--- src/rtl/mem_arbiter_pkg.sv ---
// Shared widths, starvation limit and arbiter state encoding for the instruction/data memory arbiter.
package params_pkg;

  localparam int ADDR_WIDTH   = 32;
  localparam int DATA_WIDTH   = 32;
  localparam int STARVE_LIMIT = 4;

  typedef enum logic [1:0] {
    IDLE       = 2'd0,
    WAIT_INSTR = 2'd1,
    WAIT_DATA  = 2'd2,
    WAIT_DROP  = 2'd3
  } arb_state_t;

endpackage

--- src/rtl/mem_arbiter_if.sv ---
// Bus bundle between the CPU fetch/data ports, the arbiter and the single-ported memory.
interface mem_arbiter_if;
  import params_pkg::*;

  logic                  if_req_valid_i;
  logic [ADDR_WIDTH-1:0] if_req_addr_i;
  logic                  if_flush_i;
  logic                  if_req_ready_o;
  logic                  if_rsp_valid_o;
  logic [DATA_WIDTH-1:0] if_rsp_data_o;

  logic                  d_req_valid_i;
  logic                  d_req_we_i;
  logic [ADDR_WIDTH-1:0] d_req_addr_i;
  logic [DATA_WIDTH-1:0] d_req_wdata_i;
  logic                  d_req_ready_o;
  logic                  d_rsp_valid_o;
  logic [DATA_WIDTH-1:0] d_rsp_data_o;

  logic                  mem_rd_req_valid_o;
  logic                  mem_wr_req_valid_o;
  logic                  mem_req_is_instr_o;
  logic [ADDR_WIDTH-1:0] mem_req_address_o;
  logic [DATA_WIDTH-1:0] mem_wr_data_o;
  logic                  mem_data_valid_i;
  logic                  mem_data_is_instr_i;
  logic [DATA_WIDTH-1:0] mem_data_i;

  logic                  err_o;

  modport slave (
    input  if_req_valid_i, if_req_addr_i, if_flush_i,
    output if_req_ready_o, if_rsp_valid_o, if_rsp_data_o,
    input  d_req_valid_i, d_req_we_i, d_req_addr_i, d_req_wdata_i,
    output d_req_ready_o, d_rsp_valid_o, d_rsp_data_o,
    output mem_rd_req_valid_o, mem_wr_req_valid_o, mem_req_is_instr_o,
    output mem_req_address_o, mem_wr_data_o,
    input  mem_data_valid_i, mem_data_is_instr_i, mem_data_i,
    output err_o
  );

  modport master (
    output if_req_valid_i, if_req_addr_i, if_flush_i,
    input  if_req_ready_o, if_rsp_valid_o, if_rsp_data_o,
    output d_req_valid_i, d_req_we_i, d_req_addr_i, d_req_wdata_i,
    input  d_req_ready_o, d_rsp_valid_o, d_rsp_data_o,
    input  mem_rd_req_valid_o, mem_wr_req_valid_o, mem_req_is_instr_o,
    input  mem_req_address_o, mem_wr_data_o,
    output mem_data_valid_i, mem_data_is_instr_i, mem_data_i,
    input  err_o
  );

endinterface

--- src/rtl/mem_arbiter.sv ---
// Arbitrates instruction fetch and data accesses onto one memory port with a single outstanding
// request, data priority bounded by a starvation counter, and flush-driven fetch discard.
module mem_arbiter (
  input  logic          clk_i,
  input  logic          rst_i,
  mem_arbiter_if.slave  bus
);
  import params_pkg::*;

  localparam int STARVE_W = $clog2(STARVE_LIMIT + 1);
  localparam logic [STARVE_W-1:0] STARVE_MAX = STARVE_W'(STARVE_LIMIT);

  arb_state_t            r_state;
  arb_state_t            w_next_state;
  logic [STARVE_W-1:0]   r_starve_cnt;
  logic                  r_err;
  logic                  r_mem_rd;
  logic                  r_mem_wr;
  logic                  r_is_instr;
  logic                  r_is_store;
  logic [ADDR_WIDTH-1:0] r_mem_addr;
  logic [DATA_WIDTH-1:0] r_mem_wdata;
  logic                  r_if_rsp_valid;
  logic [DATA_WIDTH-1:0] r_if_rsp_data;
  logic                  r_d_rsp_valid;
  logic [DATA_WIDTH-1:0] r_d_rsp_data;

  logic w_fetch_req;
  logic w_rsp_instr;
  logic w_rsp_data;
  logic w_grant_if;
  logic w_grant_d;
  logic w_if_done;
  logic w_d_done;
  logic w_err;

  // A fetch that is being redirected this cycle is not a candidate for a grant
  assign w_fetch_req = bus.if_req_valid_i & ~bus.if_flush_i;
  assign w_rsp_instr = bus.mem_data_valid_i &  bus.mem_data_is_instr_i;
  assign w_rsp_data  = bus.mem_data_valid_i & ~bus.mem_data_is_instr_i;

  always_comb begin
    w_next_state = r_state;
    w_grant_if   = 1'b0;
    w_grant_d    = 1'b0;
    w_if_done    = 1'b0;
    w_d_done     = 1'b0;
    w_err        = 1'b0;
    case (r_state)
      IDLE: begin
        w_err = bus.mem_data_valid_i;
        // Grants are held off while reset is asserted so ready outputs read 0
        if (rst_i) begin
          if (bus.d_req_valid_i && !(w_fetch_req && (r_starve_cnt == STARVE_MAX))) begin
            w_grant_d    = 1'b1;
            w_next_state = WAIT_DATA;
          end else if (w_fetch_req) begin
            w_grant_if   = 1'b1;
            w_next_state = WAIT_INSTR;
          end
        end
      end
      WAIT_INSTR: begin
        if (w_rsp_instr) begin
          w_if_done    = ~bus.if_flush_i;
          w_next_state = IDLE;
        end else begin
          w_err = w_rsp_data;
          if (bus.if_flush_i) w_next_state = WAIT_DROP;
        end
      end
      WAIT_DATA: begin
        if (w_rsp_data) begin
          w_d_done     = 1'b1;
          w_next_state = IDLE;
        end else begin
          w_err = w_rsp_instr;
        end
      end
      WAIT_DROP: begin
        if (w_rsp_instr) w_next_state = IDLE;
        else             w_err = w_rsp_data;
      end
      default: w_next_state = IDLE;
    endcase
  end

  always_ff @(posedge clk_i or negedge rst_i) begin
    if (!rst_i) begin
      r_state      <= IDLE;
      r_starve_cnt <= '0;
      r_err        <= 1'b0;
    end else begin
      r_state <= w_next_state;
      if (w_grant_if) begin
        r_starve_cnt <= '0;
      end else if (w_grant_d && w_fetch_req && (r_starve_cnt != STARVE_MAX)) begin
        r_starve_cnt <= r_starve_cnt + STARVE_W'(1);
      end
      if (w_err) r_err <= 1'b1;
    end
  end

  // Memory command is a one-cycle pulse; address/data hold their last captured value
  always_ff @(posedge clk_i or negedge rst_i) begin
    if (!rst_i) begin
      r_mem_rd    <= 1'b0;
      r_mem_wr    <= 1'b0;
      r_is_instr  <= 1'b0;
      r_is_store  <= 1'b0;
      r_mem_addr  <= '0;
      r_mem_wdata <= '0;
    end else begin
      r_mem_rd   <= w_grant_if | (w_grant_d & ~bus.d_req_we_i);
      r_mem_wr   <= w_grant_d & bus.d_req_we_i;
      r_is_instr <= w_grant_if;
      if (w_grant_if) begin
        r_mem_addr <= bus.if_req_addr_i;
      end else if (w_grant_d) begin
        r_mem_addr  <= bus.d_req_addr_i;
        r_mem_wdata <= bus.d_req_we_i ? bus.d_req_wdata_i : '0;
        r_is_store  <= bus.d_req_we_i;
      end
    end
  end

  always_ff @(posedge clk_i or negedge rst_i) begin
    if (!rst_i) begin
      r_if_rsp_valid <= 1'b0;
      r_if_rsp_data  <= '0;
      r_d_rsp_valid  <= 1'b0;
      r_d_rsp_data   <= '0;
    end else begin
      r_if_rsp_valid <= w_if_done;
      r_d_rsp_valid  <= w_d_done;
      if (w_if_done) r_if_rsp_data <= bus.mem_data_i;
      if (w_d_done)  r_d_rsp_data  <= r_is_store ? '0 : bus.mem_data_i;
    end
  end

  assign bus.if_req_ready_o     = w_grant_if;
  assign bus.d_req_ready_o      = w_grant_d;
  assign bus.if_rsp_valid_o     = r_if_rsp_valid;
  assign bus.if_rsp_data_o      = r_if_rsp_data;
  assign bus.d_rsp_valid_o      = r_d_rsp_valid;
  assign bus.d_rsp_data_o       = r_d_rsp_data;
  assign bus.mem_rd_req_valid_o = r_mem_rd;
  assign bus.mem_wr_req_valid_o = r_mem_wr;
  assign bus.mem_req_is_instr_o = r_is_instr;
  assign bus.mem_req_address_o  = r_mem_addr;
  assign bus.mem_wr_data_o      = r_mem_wdata;
  assign bus.err_o              = r_err;

endmodule

--- src/flat_wrapper.sv ---
// flat-port wrapper written by rule: the top's interface ports become plain ports
module mem_arbiter_flat import params_pkg::*;
  (clk_i, rst_i, bus_if_req_valid_i, bus_if_req_addr_i, bus_if_flush_i, bus_if_req_ready_o, bus_if_rsp_valid_o, bus_if_rsp_data_o, bus_d_req_valid_i, bus_d_req_we_i, bus_d_req_addr_i, bus_d_req_wdata_i, bus_d_req_ready_o, bus_d_rsp_valid_o, bus_d_rsp_data_o, bus_mem_rd_req_valid_o, bus_mem_wr_req_valid_o, bus_mem_req_is_instr_o, bus_mem_req_address_o, bus_mem_wr_data_o, bus_mem_data_valid_i, bus_mem_data_is_instr_i, bus_mem_data_i, bus_err_o);
  mem_arbiter_if bus_i ();
  input  logic clk_i;
  input  logic rst_i;
  input wire logic [$bits(bus_i.if_req_valid_i)-1:0] bus_if_req_valid_i;
  input wire logic [$bits(bus_i.if_req_addr_i)-1:0] bus_if_req_addr_i;
  input wire logic [$bits(bus_i.if_flush_i)-1:0] bus_if_flush_i;
  output wire logic [$bits(bus_i.if_req_ready_o)-1:0] bus_if_req_ready_o;
  output wire logic [$bits(bus_i.if_rsp_valid_o)-1:0] bus_if_rsp_valid_o;
  output wire logic [$bits(bus_i.if_rsp_data_o)-1:0] bus_if_rsp_data_o;
  input wire logic [$bits(bus_i.d_req_valid_i)-1:0] bus_d_req_valid_i;
  input wire logic [$bits(bus_i.d_req_we_i)-1:0] bus_d_req_we_i;
  input wire logic [$bits(bus_i.d_req_addr_i)-1:0] bus_d_req_addr_i;
  input wire logic [$bits(bus_i.d_req_wdata_i)-1:0] bus_d_req_wdata_i;
  output wire logic [$bits(bus_i.d_req_ready_o)-1:0] bus_d_req_ready_o;
  output wire logic [$bits(bus_i.d_rsp_valid_o)-1:0] bus_d_rsp_valid_o;
  output wire logic [$bits(bus_i.d_rsp_data_o)-1:0] bus_d_rsp_data_o;
  output wire logic [$bits(bus_i.mem_rd_req_valid_o)-1:0] bus_mem_rd_req_valid_o;
  output wire logic [$bits(bus_i.mem_wr_req_valid_o)-1:0] bus_mem_wr_req_valid_o;
  output wire logic [$bits(bus_i.mem_req_is_instr_o)-1:0] bus_mem_req_is_instr_o;
  output wire logic [$bits(bus_i.mem_req_address_o)-1:0] bus_mem_req_address_o;
  output wire logic [$bits(bus_i.mem_wr_data_o)-1:0] bus_mem_wr_data_o;
  input wire logic [$bits(bus_i.mem_data_valid_i)-1:0] bus_mem_data_valid_i;
  input wire logic [$bits(bus_i.mem_data_is_instr_i)-1:0] bus_mem_data_is_instr_i;
  input wire logic [$bits(bus_i.mem_data_i)-1:0] bus_mem_data_i;
  output wire logic [$bits(bus_i.err_o)-1:0] bus_err_o;
  assign bus_i.if_req_valid_i = bus_if_req_valid_i;
  assign bus_i.if_req_addr_i = bus_if_req_addr_i;
  assign bus_i.if_flush_i = bus_if_flush_i;
  assign bus_if_req_ready_o = bus_i.if_req_ready_o;
  assign bus_if_rsp_valid_o = bus_i.if_rsp_valid_o;
  assign bus_if_rsp_data_o = bus_i.if_rsp_data_o;
  assign bus_i.d_req_valid_i = bus_d_req_valid_i;
  assign bus_i.d_req_we_i = bus_d_req_we_i;
  assign bus_i.d_req_addr_i = bus_d_req_addr_i;
  assign bus_i.d_req_wdata_i = bus_d_req_wdata_i;
  assign bus_d_req_ready_o = bus_i.d_req_ready_o;
  assign bus_d_rsp_valid_o = bus_i.d_rsp_valid_o;
  assign bus_d_rsp_data_o = bus_i.d_rsp_data_o;
  assign bus_mem_rd_req_valid_o = bus_i.mem_rd_req_valid_o;
  assign bus_mem_wr_req_valid_o = bus_i.mem_wr_req_valid_o;
  assign bus_mem_req_is_instr_o = bus_i.mem_req_is_instr_o;
  assign bus_mem_req_address_o = bus_i.mem_req_address_o;
  assign bus_mem_wr_data_o = bus_i.mem_wr_data_o;
  assign bus_i.mem_data_valid_i = bus_mem_data_valid_i;
  assign bus_i.mem_data_is_instr_i = bus_mem_data_is_instr_i;
  assign bus_i.mem_data_i = bus_mem_data_i;
  assign bus_err_o = bus_i.err_o;
  mem_arbiter u_core (.clk_i(clk_i), .rst_i(rst_i), .bus(bus_i));
endmodule
--- config.mk ---
export PLATFORM = sky130hd
export DESIGN_NAME = mem_arbiter_flat
export DESIGN_NICKNAME = d
export VERILOG_FILES = /design/src/rtl/mem_arbiter_pkg.sv /design/src/rtl/mem_arbiter_if.sv /design/src/rtl/mem_arbiter.sv /design/src/flat_wrapper.sv
export SDC_FILE = /design/constraint.sdc
export NUM_CORES = 1
export LEC_CHECK = 0
export CORE_ASPECT_RATIO = 1.75
export CORE_MARGIN = 1
export CORE_UTILIZATION = 24
export DETAILED_ROUTE_END_ITERATION = 8
export PLACE_DENSITY = 0.59
export SLEW_MARGIN = 5
export SYNTH_ARGS = -nofsm -noshare
export SYNTH_HDL_FRONTEND = slang
export SYNTH_SLANG_ARGS = --single-unit
--- constraint.sdc ---
create_clock -name clk_i -period 2.45 [get_ports clk_i]
set_clock_uncertainty 0.2 [all_clocks]
set_input_delay 0.49 -clock clk_i [delete_from_list [all_inputs] [get_ports clk_i]]
set_output_delay 0.49 -clock clk_i [all_outputs]
set_load 0.01 [all_outputs]
== Yosys cells after proc, flatten, opt, wreduce, memory -nomap -nowiden ==
Index checks and enable logic that the tools add are counted.
Word-level totals
  flip-flop bits (word level): 140
  input port bits: 136
  output and inout port bits: 136
  word-level logic and storage cells: 73
Cells by class
  add/subtract/negate cells: 1
  equality and inequality tests: 10
  mux-type cells: 28
  bitwise gates (word level): 10
  reductions and logical operators: 11
Operator list (count)
  2-to-1 mux 32 bit: 4
  2-to-1 mux 2 bit: 7
  2-to-1 mux 1 bit: 13
  one-hot mux 2 bit (4 select lines): 1
  2-to-1 mux 3 bit: 2
  AND 1 bit: 5
  AND reduction 5 bit: 1
  equality test 2 bit, second input constant: 2
  logical AND 1 bit: 4
  inequality test 2 x 1 -> 1 bit, second input constant: 2
  inverter 1 bit: 4
  nonzero test 2 bit: 2
  adder 3 x 1 -> 3 bit, second input constant: 1
  equality test 3 bit, second input constant: 1
  inequality test 3 x 1 -> 1 bit, second input constant: 1
  inequality test 3 x 2 -> 1 bit, second input constant: 1
  inequality test 3 bit, second input constant: 1
  one-hot mux 1 bit (3 select lines): 1
  equality test 2 x 1 -> 1 bit, second input constant: 1
  logical NOT 2 bit: 1
  inequality test 2 bit, second input constant: 1
  AND reduction 2 bit: 1
  OR reduction 2 bit: 1
  logical NOT 1 bit: 1
  OR 1 bit: 1

== Longest topological paths before layout ==
  depth in word-level cells: 12
  depth in mapped cells: 7
  gate-level depth less buffers: 5

== Worst setup path before layout ==
Ideal clock, no wire load.
  path type: register -> output
  from: register u_core.r_state[0]
  to: output bus_d_req_ready_o
  arrival time: 1.520 ns
  required time: 1.760 ns
  slack: 0.240 ns
  cell stages (with the launch flop): 7
  buffers on the path: 4
  cell sequence: dfrtp_1 > buf_6 > or3b_1 > buf_2 > nor3_4 > buf_6 > buf_12
On the way
  cells in the longest elaborated chain, start to end: 2
Ends and longest elaborated chain
  start, declared: line mem_arbiter.sv:13  | arb_state_t r_state;
  start signal, assigned: line mem_arbiter.sv:94  | r_state <= w_next_state;
  logical NOT 2 bit: line mem_arbiter.sv:49  | case (r_state)
  2-to-1 mux 1 bit: line mem_arbiter.sv:49
  end, declared: line flat_wrapper.sv:17  | output wire logic [$bits(bus_i.d_req_ready_o)-1:0] bus_d_req_ready_o;
No other way between the ends.

== Worst setup path in the final report ==
  from: register u_core.r_state[0]
  to: output bus_if_req_ready_o
On the way
  cells in the longest elaborated chain, start to end: 2
Ends and longest elaborated chain
  logical NOT 2 bit: line mem_arbiter.sv:49
  2-to-1 mux 1 bit: line mem_arbiter.sv:49
  end, declared: line flat_wrapper.sv:10  | output wire logic [$bits(bus_i.if_req_ready_o)-1:0] bus_if_req_ready_o;
No other way between the ends.

==> flow_summary.yaml <==
logic_synthesis:
  netlist-cell-type-count: 35
  synth.avg_cell_area_um2: 10.7
  synthCells: 573
  seq_area_frac_synth: 0.573
  syn_area_um2: 6120
  synthFlopType: "dfrtp_1"
  synth_seq_cells: 140
  synth_edf_count: 0
  syn_nets: 711
  postSynth.asyncResetShare: 1.00
  yosysWarnings: 0
critical_path:
  reg2reg_to: "u_core.r_is_store$_DFFE_PN0P_"
  critPathKind: "flop to output pin"
  reg2reg_slack_ps: 260
  critPathArrivalTime_ps: 1750
  end_kind: "output pin"
  crit_fanout: 3
  r2r_start: "u_core.r_starve_cnt[0]$_DFFE_PN0P_"
  worstRegToRegCells: 8
  crit_required_ps: 1760
  critPathLaunchType: "flop"
routing:
  drt-initial-drc-count: 251
  wirelength_um: 18100
  drc: 0
  wl_per_cell_um: 15.3
  drt-pass1-iter-count: 5
  post_drt_via_cell_ratio: 4.18
  vias: 4964
  postRouteAntennaNets: 0
final_layout:
  layout_common_cells: "clkdlybuf4s50_1 (268), dfrtp_1 (140), inv_1 (130), nand2_1 (69), o21ai_1 (37)"
  final_area_um2: 9960
  drive_above_1_share: 0.0828
  area_growth_pct: 62.8
  layout.nets: 995
  final_common_cell: "clkdlybuf4s50_1"
  postLayoutCoreUtil: 0.396
  final_cells: 1187
  n_fill_cell: 2446
clock_tree:
  postCtsHoldBufs: 0
  h-tree-depth: 4
  clkTransAtPathRegs_ps: 60
  cts_buffer_depth: 2
  cts_tree: "yes"
  cts.sinks: 140
  numCtsBuffers: 17
  clk_latency_ps: 440
  ctsRootBufferMaster: "clkbuf_16"
sta:
  setup_ws_ps: 5.69
  report.final.hold_viol_count: 0
  fin_crit_ps: 2440
  setup_viol: 0
  rsz0062_at_grt: "true"
  fin_crit_sh: 0.998
  worst_pin_slew_ps: 1050
  tns_ps: 0
  slew_violations: 0
  holdWs_ps: 94.4
  max_freq_ghz: 0.409
  max_slew_margin: 0.297
placement:
  gp_congestion: 0.755
  port_buffers: 271
  place_ws_ps: -366
  dp_cells: 1151
  hpwlAfterDp_um: 13100
  place_area_um2: 9300
power_and_ir_drop:
  p_total_mw: 11.0
  ir_drop_mv: 0.528
  power.leakage_nw: 4.67
  power.density_nw_per_um2: 1110
global_route:
  grt_usage: 0.144
  grt_start_max_net_pins: 74
  grt_pass1_vias: 4980
  antenna_found_initial: 0
  grt-ovfl-total: 0
  grt_pass1_wl_um: 27500
run:
  cap_violations: 0
worst_hold_path:
  hold_path.class: "input port to async pin"
die:
  coreArea_um2: 25100
  io_pins: 272
  die_area_um2: 26200
  row_count: 77
  chipWidth_um: 123
  die_y_um: 213
  initial_core_util: 0.243
run_status:
  status: "completed"
## worst max-delay path, stage by stage (launching register included)
cell	delay, ps
dfrtp_1	370
or3b_4	440
a211oi_4	310
buf_2	190
## how the worst max path moves through the flow
stage	startpoint	slack [ps]	endpoint	depth (start not counted)
after floorplan	u_core.r_state[0]$_DFFE_PN0P_	240	bus_d_req_ready_o	6
after CTS	u_core.r_state[1]$_DFFE_PN0P_	-90	bus_if_req_ready_o	3
final	u_core.r_state[0]$_DFFE_PN0P_	6	bus_if_req_ready_o	3
after global routing	u_core.r_state[0]$_DFFE_PN0P_	-70	bus_if_req_ready_o	3
after detailed placement	bus_if_flush_i	-370	bus_d_req_ready_o	4
after global placement	bus_if_flush_i	-380	bus_d_req_ready_o	4
## layer usage
metal  share of wire  GRT usage  wire (um)
met1            0.36      0.144       6490
met2            0.57      0.266      10400
met3           0.048     0.0395        866
met4           0.020     0.0744        371
met5               0          0          0
## synthesized netlist by cell type, types with 2 or more instances
library cell / instances / area share
nand2b_1: 35 / 0.036
nand3_1: 2 / 0.0016
inv_2: 2 / 0.0012
nor2_1: 2 / 0.0012
inv_1: 131 / 0.080
nor2b_1: 2 / 0.0020
o21ai_1: 37 / 0.030
mux2_1: 33 / 0.061
a21oi_1: 2 / 0.0016
buf_12: 3 / 0.0098
mux2i_1: 32 / 0.052
nand2_1: 69 / 0.042
a222oi_1: 32 / 0.052
clkbuf_1: 14 / 0.0086
buf_6: 2 / 0.0037
buf_2: 14 / 0.011
dfrtp_1: 140 / 0.57
ha_1: 2 / 0.0041
o31ai_1: 2 / 0.0025
a21o_1: 2 / 0.0025
## final cells by class
cell class              instances  area, um^2  share of cell area
diodes                          1        2.50            0.000251
clock buffers                  21         470              0.0472
clock inverters                11         141              0.0142
inverters                     133         499              0.0501
multi-input cells             266        1940               0.195
flip-flops and latches        140        3500               0.352
well taps                     316         395              0.0397
repair buffers                299        3010               0.302
## timing repair
item | in CTS | in global routing
pin swaps | 4 | 4
buffers inserted | 1 | 2
endpoints found under the setup margin | 2 | 2
resized for setup | 11 | 3
## flip-flops by register name (all words and copies together), names as in the netlist, 2 cells and up
name                          cells
u_core.bus.d_rsp_data_o          32
u_core.bus.if_rsp_data_o         32
u_core.bus.mem_req_address_o     32
u_core.bus.mem_wr_data_o         32
u_core.r_starve_cnt               3
u_core.r_state                    2
## where the power goes
group          switching (mW)  internal, mW
registers               0.595          3.30
logic                    1.82          2.62
clock network            1.04          1.67
total                    3.45          7.59
## kinds of logic after synthesis
| family | synth area share |
|---|---|
| AO/OA/AOI/OAI | 0.0990 |
| adder cells (fa/ha/maj) | 0.00409 |
| buffers and inverters | 0.116 |
| flip-flops | 0.573 |
| multiplexers | 0.113 |
| AND/OR/NAND/NOR | 0.0953 |
No activity file was read; power rests on OpenSTA's default activity.
